--- src/rtl/wb_pkg.sv ---
// Shared writeback definitions: source numbering and the result payload carried by each source.
package wb_pkg;

  localparam int unsigned NUM_WB_REQ = 3;

  typedef enum logic [1:0] {
    WB_ALU = 2'd0,
    WB_LSU = 2'd1,
    WB_MDU = 2'd2
  } wb_src_e;

  typedef struct packed {
    logic [4:0]  rd;
    logic [31:0] data;
  } wb_req_t;

endpackage

--- src/rtl/rr_arbiter.sv ---
// Generic round-robin arbiter: grants the first request at or after the pointer, then moves the
// pointer just past the winner. The grant is only issued while en is high.
module rr_arbiter #(
  parameter int unsigned N = 3,
  localparam int unsigned IdxW = (N > 1) ? $clog2(N) : 1
) (
  input  logic            clk,
  input  logic            rst_n,
  input  logic            en,
  input  logic [N-1:0]    req,
  output logic [N-1:0]    grant,
  output logic [IdxW-1:0] grant_idx
);

  logic [IdxW-1:0] ptr_q, ptr_d;

  always_comb begin
    int unsigned     cand;
    logic [IdxW-1:0] cand_idx;
    logic            found;
    grant     = '0;
    grant_idx = '0;
    found     = 1'b0;
    cand      = 0;
    cand_idx  = '0;
    for (int unsigned i = 0; i < N; i++) begin
      cand = 32'(ptr_q) + i;
      if (cand >= N) cand = cand - N;
      cand_idx = IdxW'(cand);
      if (en && !found && req[cand_idx]) begin
        found           = 1'b1;
        grant[cand_idx] = 1'b1;
        grant_idx       = cand_idx;
      end
    end
  end

  always_comb begin
    ptr_d = ptr_q;
    if (|grant) begin
      ptr_d = (grant_idx == IdxW'(N - 1)) ? '0 : grant_idx + 1'b1;
    end
  end

  always_ff @(posedge clk) begin
    if (!rst_n) ptr_q <= '0;
    else        ptr_q <= ptr_d;
  end

endmodule

--- src/rtl/wb_port_arbiter.sv ---
// Shares the register-file write port among the writeback sources; the winning result is
// registered onto rf_write_*, which also serves as decode's bypass source for the write in flight.
module wb_port_arbiter
  import wb_pkg::*;
#(
  parameter int unsigned NUM_REQ = NUM_WB_REQ,
  parameter int unsigned XLEN    = 32,
  parameter int unsigned RA_W    = 5,
  localparam int unsigned IdxW   = (NUM_REQ > 1) ? $clog2(NUM_REQ) : 1
) (
  input  logic                          clk,
  input  logic                          rst_n,
  input  logic                          wb_hold,
  input  logic [NUM_REQ-1:0]            req_valid,
  input  logic [NUM_REQ-1:0][RA_W-1:0]  req_rd,
  input  logic [NUM_REQ-1:0][XLEN-1:0]  req_data,
  output logic [NUM_REQ-1:0]            req_ready,
  output logic                          rf_write_en,
  output logic [RA_W-1:0]               rf_write_addr,
  output logic [XLEN-1:0]               rf_write_data,
  output logic [IdxW-1:0]               wb_grant_idx
);

  logic [NUM_REQ-1:0] grant;
  logic [IdxW-1:0]    grant_idx;
  logic [RA_W-1:0]    sel_rd;
  logic [XLEN-1:0]    sel_data;

  logic            wr_en_q, wr_en_d;
  logic [RA_W-1:0] wr_addr_q, wr_addr_d;
  logic [XLEN-1:0] wr_data_q, wr_data_d;
  logic [IdxW-1:0] idx_q, idx_d;

  // Gating with rst_n drops any handshake that coincides with reset.
  rr_arbiter #(
    .N (NUM_REQ)
  ) u_rr_arbiter (
    .clk       (clk),
    .rst_n     (rst_n),
    .en        (rst_n & ~wb_hold),
    .req       (req_valid),
    .grant     (grant),
    .grant_idx (grant_idx)
  );

  assign req_ready = grant;

  always_comb begin
    sel_rd   = '0;
    sel_data = '0;
    for (int unsigned i = 0; i < NUM_REQ; i++) begin
      if (grant[i]) begin
        sel_rd   = req_rd[i];
        sel_data = req_data[i];
      end
    end
  end

  always_comb begin
    wr_en_d   = 1'b0;
    wr_addr_d = wr_addr_q;
    wr_data_d = wr_data_q;
    idx_d     = idx_q;
    if (|grant) begin
      // x0 results still consume the slot but never write.
      wr_en_d   = (sel_rd != '0);
      wr_addr_d = sel_rd;
      wr_data_d = sel_data;
      idx_d     = grant_idx;
    end
  end

  always_ff @(posedge clk) begin
    if (!rst_n) begin
      wr_en_q   <= 1'b0;
      wr_addr_q <= '0;
      wr_data_q <= '0;
      idx_q     <= '0;
    end else begin
      wr_en_q   <= wr_en_d;
      wr_addr_q <= wr_addr_d;
      wr_data_q <= wr_data_d;
      idx_q     <= idx_d;
    end
  end

  assign rf_write_en   = wr_en_q;
  assign rf_write_addr = wr_addr_q;
  assign rf_write_data = wr_data_q;
  assign wb_grant_idx  = idx_q;

endmodule

--- config.mk ---
export PLATFORM = sky130hd
export DESIGN_NAME = wb_port_arbiter
export DESIGN_NICKNAME = d
export VERILOG_FILES = /design/src/rtl/wb_pkg.sv /design/src/rtl/rr_arbiter.sv /design/src/rtl/wb_port_arbiter.sv
export SDC_FILE = /design/constraint.sdc
export NUM_CORES = 1
export LEC_CHECK = 0
export BUFFER_PORTS_ARGS = -buffer_cell sky130_fd_sc_hd__buf_2
export CAP_MARGIN = 10
export CORE_ASPECT_RATIO = 1.2
export CORE_MARGIN = 3
export CORE_UTILIZATION = 46
export CTS_BUF_LIST = sky130_fd_sc_hd__clkbuf_16
export DETAILED_ROUTE_END_ITERATION = 8
export PLACE_DENSITY_LB_ADDON = 0.25
export SLEW_MARGIN = 20
export SYNTH_ARGS = -nofsm -noshare
export SYNTH_HDL_FRONTEND = slang
export SYNTH_SLANG_ARGS = --single-unit
--- constraint.sdc ---
create_clock -name clk -period 5 [get_ports clk]
set_input_delay 1 -clock clk [delete_from_list [all_inputs] [get_ports clk]]
set_output_delay 1 -clock clk [all_outputs]
set_load 0.02 [all_outputs]
======== Word level (Yosys, flattened, before mapping) ========
Index checks and enable logic that the tools add are counted.
word-level totals
  ROM bits ................................ 0
  register bits ........................... 42
  input bits .............................. 117
  bits in latches ......................... 0
  memory bits (writable) .................. 0
  word-level logic and storage cells ...... 68
  memories kept ........................... 0
cells by class
  bitwise gates (word level) .............. 4
  muxes and demuxes ....................... 30
  reductions and logical operators ........ 13
  multipliers ............................. 0
  div/mod/pow operators ................... 0
  order comparisons ....................... 9
  add/subtract/negate cells ............... 6
  shift-type cells ........................ 0
  equal/unequal tests ..................... 1
operators by type and width
  cell                                                               count
  2-to-1 mux 32 bit                                                  3
  2-to-1 mux 5 bit                                                   3
  2-to-1 mux 2 bit                                                   7
  < comparator 2 x 3 -> 1 bit, second input constant                 3
  2-to-1 mux 3 bit                                                   3
  logical AND 1 bit                                                  8
  2-to-1 mux 1 bit                                                   8
  binary-select mux 1 bit (select 2 bit)                             3
  demux 1 bit (select 2 bit)                                         3
  greater-or-equal comparator 2 x 1 -> 1 bit, second input constant  3
  greater-or-equal comparator 3 x 2 -> 1 bit, second input constant  2
  bitwise OR 3 bit                                                   2
  subtractor 2 bit, second input constant                            3
  nonzero test 5 bit                                                 1
  adder 2 x 1 -> 3 bit, second input constant                        1
  adder 2 x 2 -> 3 bit, second input constant                        1
  OR reduction 3 bit                                                 1
  adder 2 x 1 -> 2 bit, second input constant                        1
  == test 2 bit, second input constant                               1
  greater-or-equal comparator 2 bit, second input constant           1
  zero test 1 bit                                                    2
  AND reduction 2 bit                                                1
  bitwise AND 1 bit                                                  1
  inverter 1 bit                                                     1

======== Longest topological paths before layout ========
  depth in word-level cells ............... 18
  depth in mapped cells ................... 14
  gate-level depth less buffers ........... 10

======== By module ========
A second synthesis with hierarchy kept.
unflattened totals
  cells, all modules ...................... 284
  area, all modules ....................... 2393.5 µm²
by module, submodules not included
  module           area an instance (µm²)  cells each  instances  sequential area each (µm²)
  wb_port_arbiter  1939.4                  225         1          800.8
  rr_arbiter       454.2                   59          1          40.0

======== Least setup slack after synthesis ========
Ideal clock, no wire load.
  path type ............................... in2out
  from .................................... input port rst_n
  to ...................................... output port req_ready[2]
  cell stages on the path ................. 8
  arrival ................................. 2.410 ns
  path buffers ............................ 4
  slack ................................... 1.590 ns
  path through ............................ clkbuf_1 nand2b_1 clkbuf_2 nor2_1 a31oi_4 inv_4 buf_6 clkbuf_1
between the ends
  word-level cells in the longest chain between the ends .. 11
  elaborated cells on any way between the ends .. 15
  those cells by class .................... 5 x mux; 3 x bitwise; 7 x reduce/logical
RTL lines
  item                             line                   text
  from (decl)                      wb_port_arbiter.sv:12  input logic rst_n,
  bitwise AND 1 bit *              wb_port_arbiter.sv:40  .en (rst_n & ~wb_hold),
  logical AND 1 bit                rr_arbiter.sv:30       if (en && !found && req[cand_idx]) begin
  2-to-1 mux 1 bit                 rr_arbiter.sv:30
  zero test 1 bit                  rr_arbiter.sv:30
  logical AND 1 bit (2 in series)  rr_arbiter.sv:30
  2-to-1 mux 1 bit                 rr_arbiter.sv:30
  zero test 1 bit                  rr_arbiter.sv:30
  logical AND 1 bit (2 in series)  rr_arbiter.sv:30
  2-to-1 mux 3 bit *               rr_arbiter.sv:30
  to (decl)                        wb_port_arbiter.sv:17  output logic [NUM_REQ-1:0] req_ready,
Every way passes the cells marked *; elsewhere a longest branch is shown, timed or not.

======== Worst setup path in the final report ========
  from .................................... input port req_valid[1]
  to ...................................... output port req_ready[2]
between the ends
  word-level cells in the longest chain between the ends .. 12
  elaborated cells on any way between the ends .. 20
  those cells by class .................... 11 x mux; 2 x bitwise; 7 x reduce/logical
RTL lines
  item                                    line                   text
  from (decl)                             wb_port_arbiter.sv:14  input logic [NUM_REQ-1:0] req_valid,
  binary-select mux 1 bit (select 2 bit)  rr_arbiter.sv:30
  2-to-1 mux 1 bit (implied by the code)  rr_arbiter.sv:30
  logical AND 1 bit                       rr_arbiter.sv:30
  2-to-1 mux 1 bit                        rr_arbiter.sv:30
  zero test 1 bit                         rr_arbiter.sv:30
  logical AND 1 bit (2 in series)         rr_arbiter.sv:30
  2-to-1 mux 1 bit                        rr_arbiter.sv:30
  zero test 1 bit                         rr_arbiter.sv:30
  logical AND 1 bit (2 in series)         rr_arbiter.sv:30
  2-to-1 mux 3 bit *                      rr_arbiter.sv:30
Every way passes the cells marked *; elsewhere a longest branch is shown, timed or not. The select of a mux whose other input is x is not followed.

==> flow_summary.yaml <==
route:
  drt_first_pass_iters: 4
  vias: 2903
  first_iter_violations: 154
  antenna_left: 0
  wirelength_um: 7530
  viasPerCell: 5.66
  wire_per_inst_um: 14.7
  drcViolationCount: 0
power_and_ir_drop:
  combPwrFrac_pct: 37.7
  clkPwrFrac_pct: 26.5
  power_density_nw_per_um2: 379
  ir_drop_uv: 228
  power.share.sequential_pct: 35.8
  switching_power_uw: 467
  p_int_uw: 850
  swShare_pct: 35.5
  power_leakage_uw: 0.00157
timing:
  finalHoldViolCount: 0
  fin_crit_sh_pct: 75.9
  clock.fmax_mhz: 263
  slew_violations: 0
  slew_headroom_pct: 61.2
  finalClockSkew_ps: 7.45
  worst_slew_pin_slew_ps: 582
  setup_slack_ps: 1200
  fin_tns_setup_ps: 0
  rsz0062_at_grt: "false"
  finalCriticalPeriod_ps: 3800
  setup_violations: 0
clock_network:
  postCtsHoldBufs: 0
  numCtsBuffers: 5
  postCtsResizedCells: 0
  clock_latency_ps: 280
  tritoncts: "built"
  htree_levels: 2
  clk_pin_slew_ps: 50
  post_cts_buffers: 0
  cts_buffer_depth: 2
  cts-root-buf: "clkbuf_16"
  cts_sinks: 42
critical_path:
  slowest_stage: "inv_4"
  worstPathRequired_ps: 4000
  crit_path_max_incr_delay_ps: 400
  crit_buf_inv: 4
  reg2reg_to: "rf_write_data[3]"
  crit_family: "buffers and inverters"
  path_common_cell: "buf_2"
  rr_worst_depth: 12
  cp_max_fo: 50
  cp.arrival_ps: 2800
  timing.critical_path.cells: "buf_2 -> a21oi_1 -> a22oi_2 -> nor2_1 -> a31oi_4 -> buf_4 -> inv_4 -> buf_2"
  worstSetupStartpoint: "req_valid[1]"
  end_kind: "output port"
  crit_path_end: "req_ready[2]"
  critPathKind: "input port to output port"
  r2r_start: "u_rr_arbiter.ptr_q[1]"
  crit_cells: 8
  cp-start-kind: "input port"
  r2r_setup_slack_ps: 1750
status:
  status: "complete, no violations"
synth:
  ys.flop_type: "dfxtp_1"
  synth_edf_count: 0
  netlist_instances: 309
  synthArstFlopShare_pct: 0
  ys_ff_latch: 42
  synth_area_sq_um: 2540
  synth_nets: 430
  yosysUniqueCellTypes: 46
  yosysWarnings: 0
  ys_seq_area_share_pct: 33.1
  avgSynthCellArea_sq_um: 8.23
place:
  dp_hpwl_um: 5530
  gp_congestion: 0.905
  numPortBuffers: 159
  dp.cells: 506
  place_ws_ps: 1240
global_route:
  grt_antenna_before_repair: 0
  grt_usage_pct: 22.2
  grt_pass1_vias: 2553
  grt_pass1_wl_um: 11500
  grt_max_degree: 62
  overflow: 0
finish:
  instances_no_fill: 513
  final_nets: 572
  layout-drive-gt1-share_pct: 44.1
  syn_to_final_growth_pct: 36.7
  antennaDiodeCount: 0
die:
  ios: 160
  dieHeight_um: 87.4
  initial_core_util_pct: 47.7
  dieArea_sq_um: 6460
  core_area_sq_um: 5330
  die-width_um: 73.9
  rows: 29
min_path:
  min_path_type: "register to register"
run:
  maxCapViolCount: 0
[power by group through the flow]
stage / Clock, uW / Sequential (uW) / Combinational (uW)
after floorplan: 0 / 578 / 227
after global placement: 0 / 477 / 487
after detailed placement: 0 / 477 / 497
after CTS: 356 / 472 / 498
after global routing: 370 / 481 / 540
final: 350 / 471 / 496
[cells in the mapped netlist, types with 2 or more instances]
cell / number / area (sq um)
a221o_1: 8 / 80.1
a211oi_1: 2 / 15.0
a21boi_0: 2 / 15.0
o211ai_1: 25 / 188
nor2b_1: 3 / 18.8
buf_6: 4 / 45.0
ha_1: 4 / 50.1
nor2_1: 5 / 18.8
a21o_1: 2 / 15.0
dfxtp_1: 42 / 841
mux2i_1: 2 / 20.0
a311o_1: 2 / 20.0
nand3_1: 11 / 55.1
clkbuf_1: 14 / 52.6
inv_1: 5 / 18.8
o2bb2ai_1: 3 / 26.3
buf_2: 9 / 45.0
nand2_1: 43 / 161
nand2b_1: 6 / 37.5
or3_1: 2 / 12.5
a21oi_2: 20 / 175
nand3b_1: 24 / 180
a21oi_1: 42 / 210
a21boi_1: 4 / 30.0
nor3_1: 2 / 10.0
a22oi_1: 3 / 22.5
[worst min path at each step]
stage                                     start                     to  slack, ps  cells past startpoint
final                           wb_grant_idx[0]        wb_grant_idx[0]        460                      2
after CTS                       wb_grant_idx[0]        wb_grant_idx[0]        470                      2
after floorplan           u_rr_arbiter.ptr_q[0]  u_rr_arbiter.ptr_q[0]        460                      2
after global placement         rf_write_addr[1]       rf_write_addr[1]        450                      2
after global routing           rf_write_addr[4]       rf_write_addr[4]        490                      2
after detailed placement       rf_write_addr[1]       rf_write_addr[1]        460                      2
[per-layer routing]
layer	up-vias	global-route usage [%]	wire, um
li1	1417	-	-
met1	1344	27.5	2960
met2	134	39.0	3840
met3	8	4.04	655
met4	0	6.10	84
met5	-	0	0
[area by class of cell]
class / count / area [sq um]
repair buffers: 165 / 841
multi-input cells: 230 / 1530
fillers: 483 / 1860
flip-flops and latches: 42 / 841
clock buffers: 5 / 125
clock inverters: 2 / 33.8
inverters: 7 / 28.8
well taps: 62 / 77.6
[worst reg2reg max path: cells and delay by family (launching register included)]
family	cells	cell delay, ps
AOI/OAI and AO/OA	5	870
DFF	1	380
buffers and inverters	4	960
adders and majority gates	1	290
and+or+nand+nor	2	660
[flip-flops by register name, summed over array words and instances (netlist names)]
name / count
rf_write_addr: 5
rf_write_en: 1
rf_write_data: 32
wb_grant_idx: 2
u_rr_arbiter.ptr_q: 2
[cells by family after synthesis]
group / Yosys count / synth area share [%]
buffers and inverters: 37 / 7.38
AND/OR/NAND/NOR: 102 / 21.6
multiplexers: 3 / 1.23
adder cells (fa/ha/maj): 4 / 1.97
AO/OA/AOI/OAI: 121 / 34.8
flip-flops: 42 / 33.1
[cells in the final DEF, fill, tap and decap left out, types with 3 or more instances in the layout]
cell type,n
a21boi_1,4
a21oi_1,42
o2bb2ai_1,3
o211ai_1,25
a22oi_1,3
nand3_1,11
a21oi_2,20
a221o_1,8
nor2b_1,3
buf_4,6
nor2_1,5
nand3b_1,24
clkbuf_16,5
nand2_1,43
inv_1,5
dfxtp_1,42
buf_2,159
nand2b_1,6
ha_1,4
[stage by stage]
stage               total power [uW]  utilization, %  cell area, sq um  hold slack, ps
floorplan                        805               -              2540             465
global placement                 964            62.2              3320             452
detailed placement               973            62.2              3320             459
CTS                             1330            65.2              3480             468
global route                    1390            65.2              3480             494
finish                          1320            65.2              3480             465
Power figures use the tool's default switching activity.
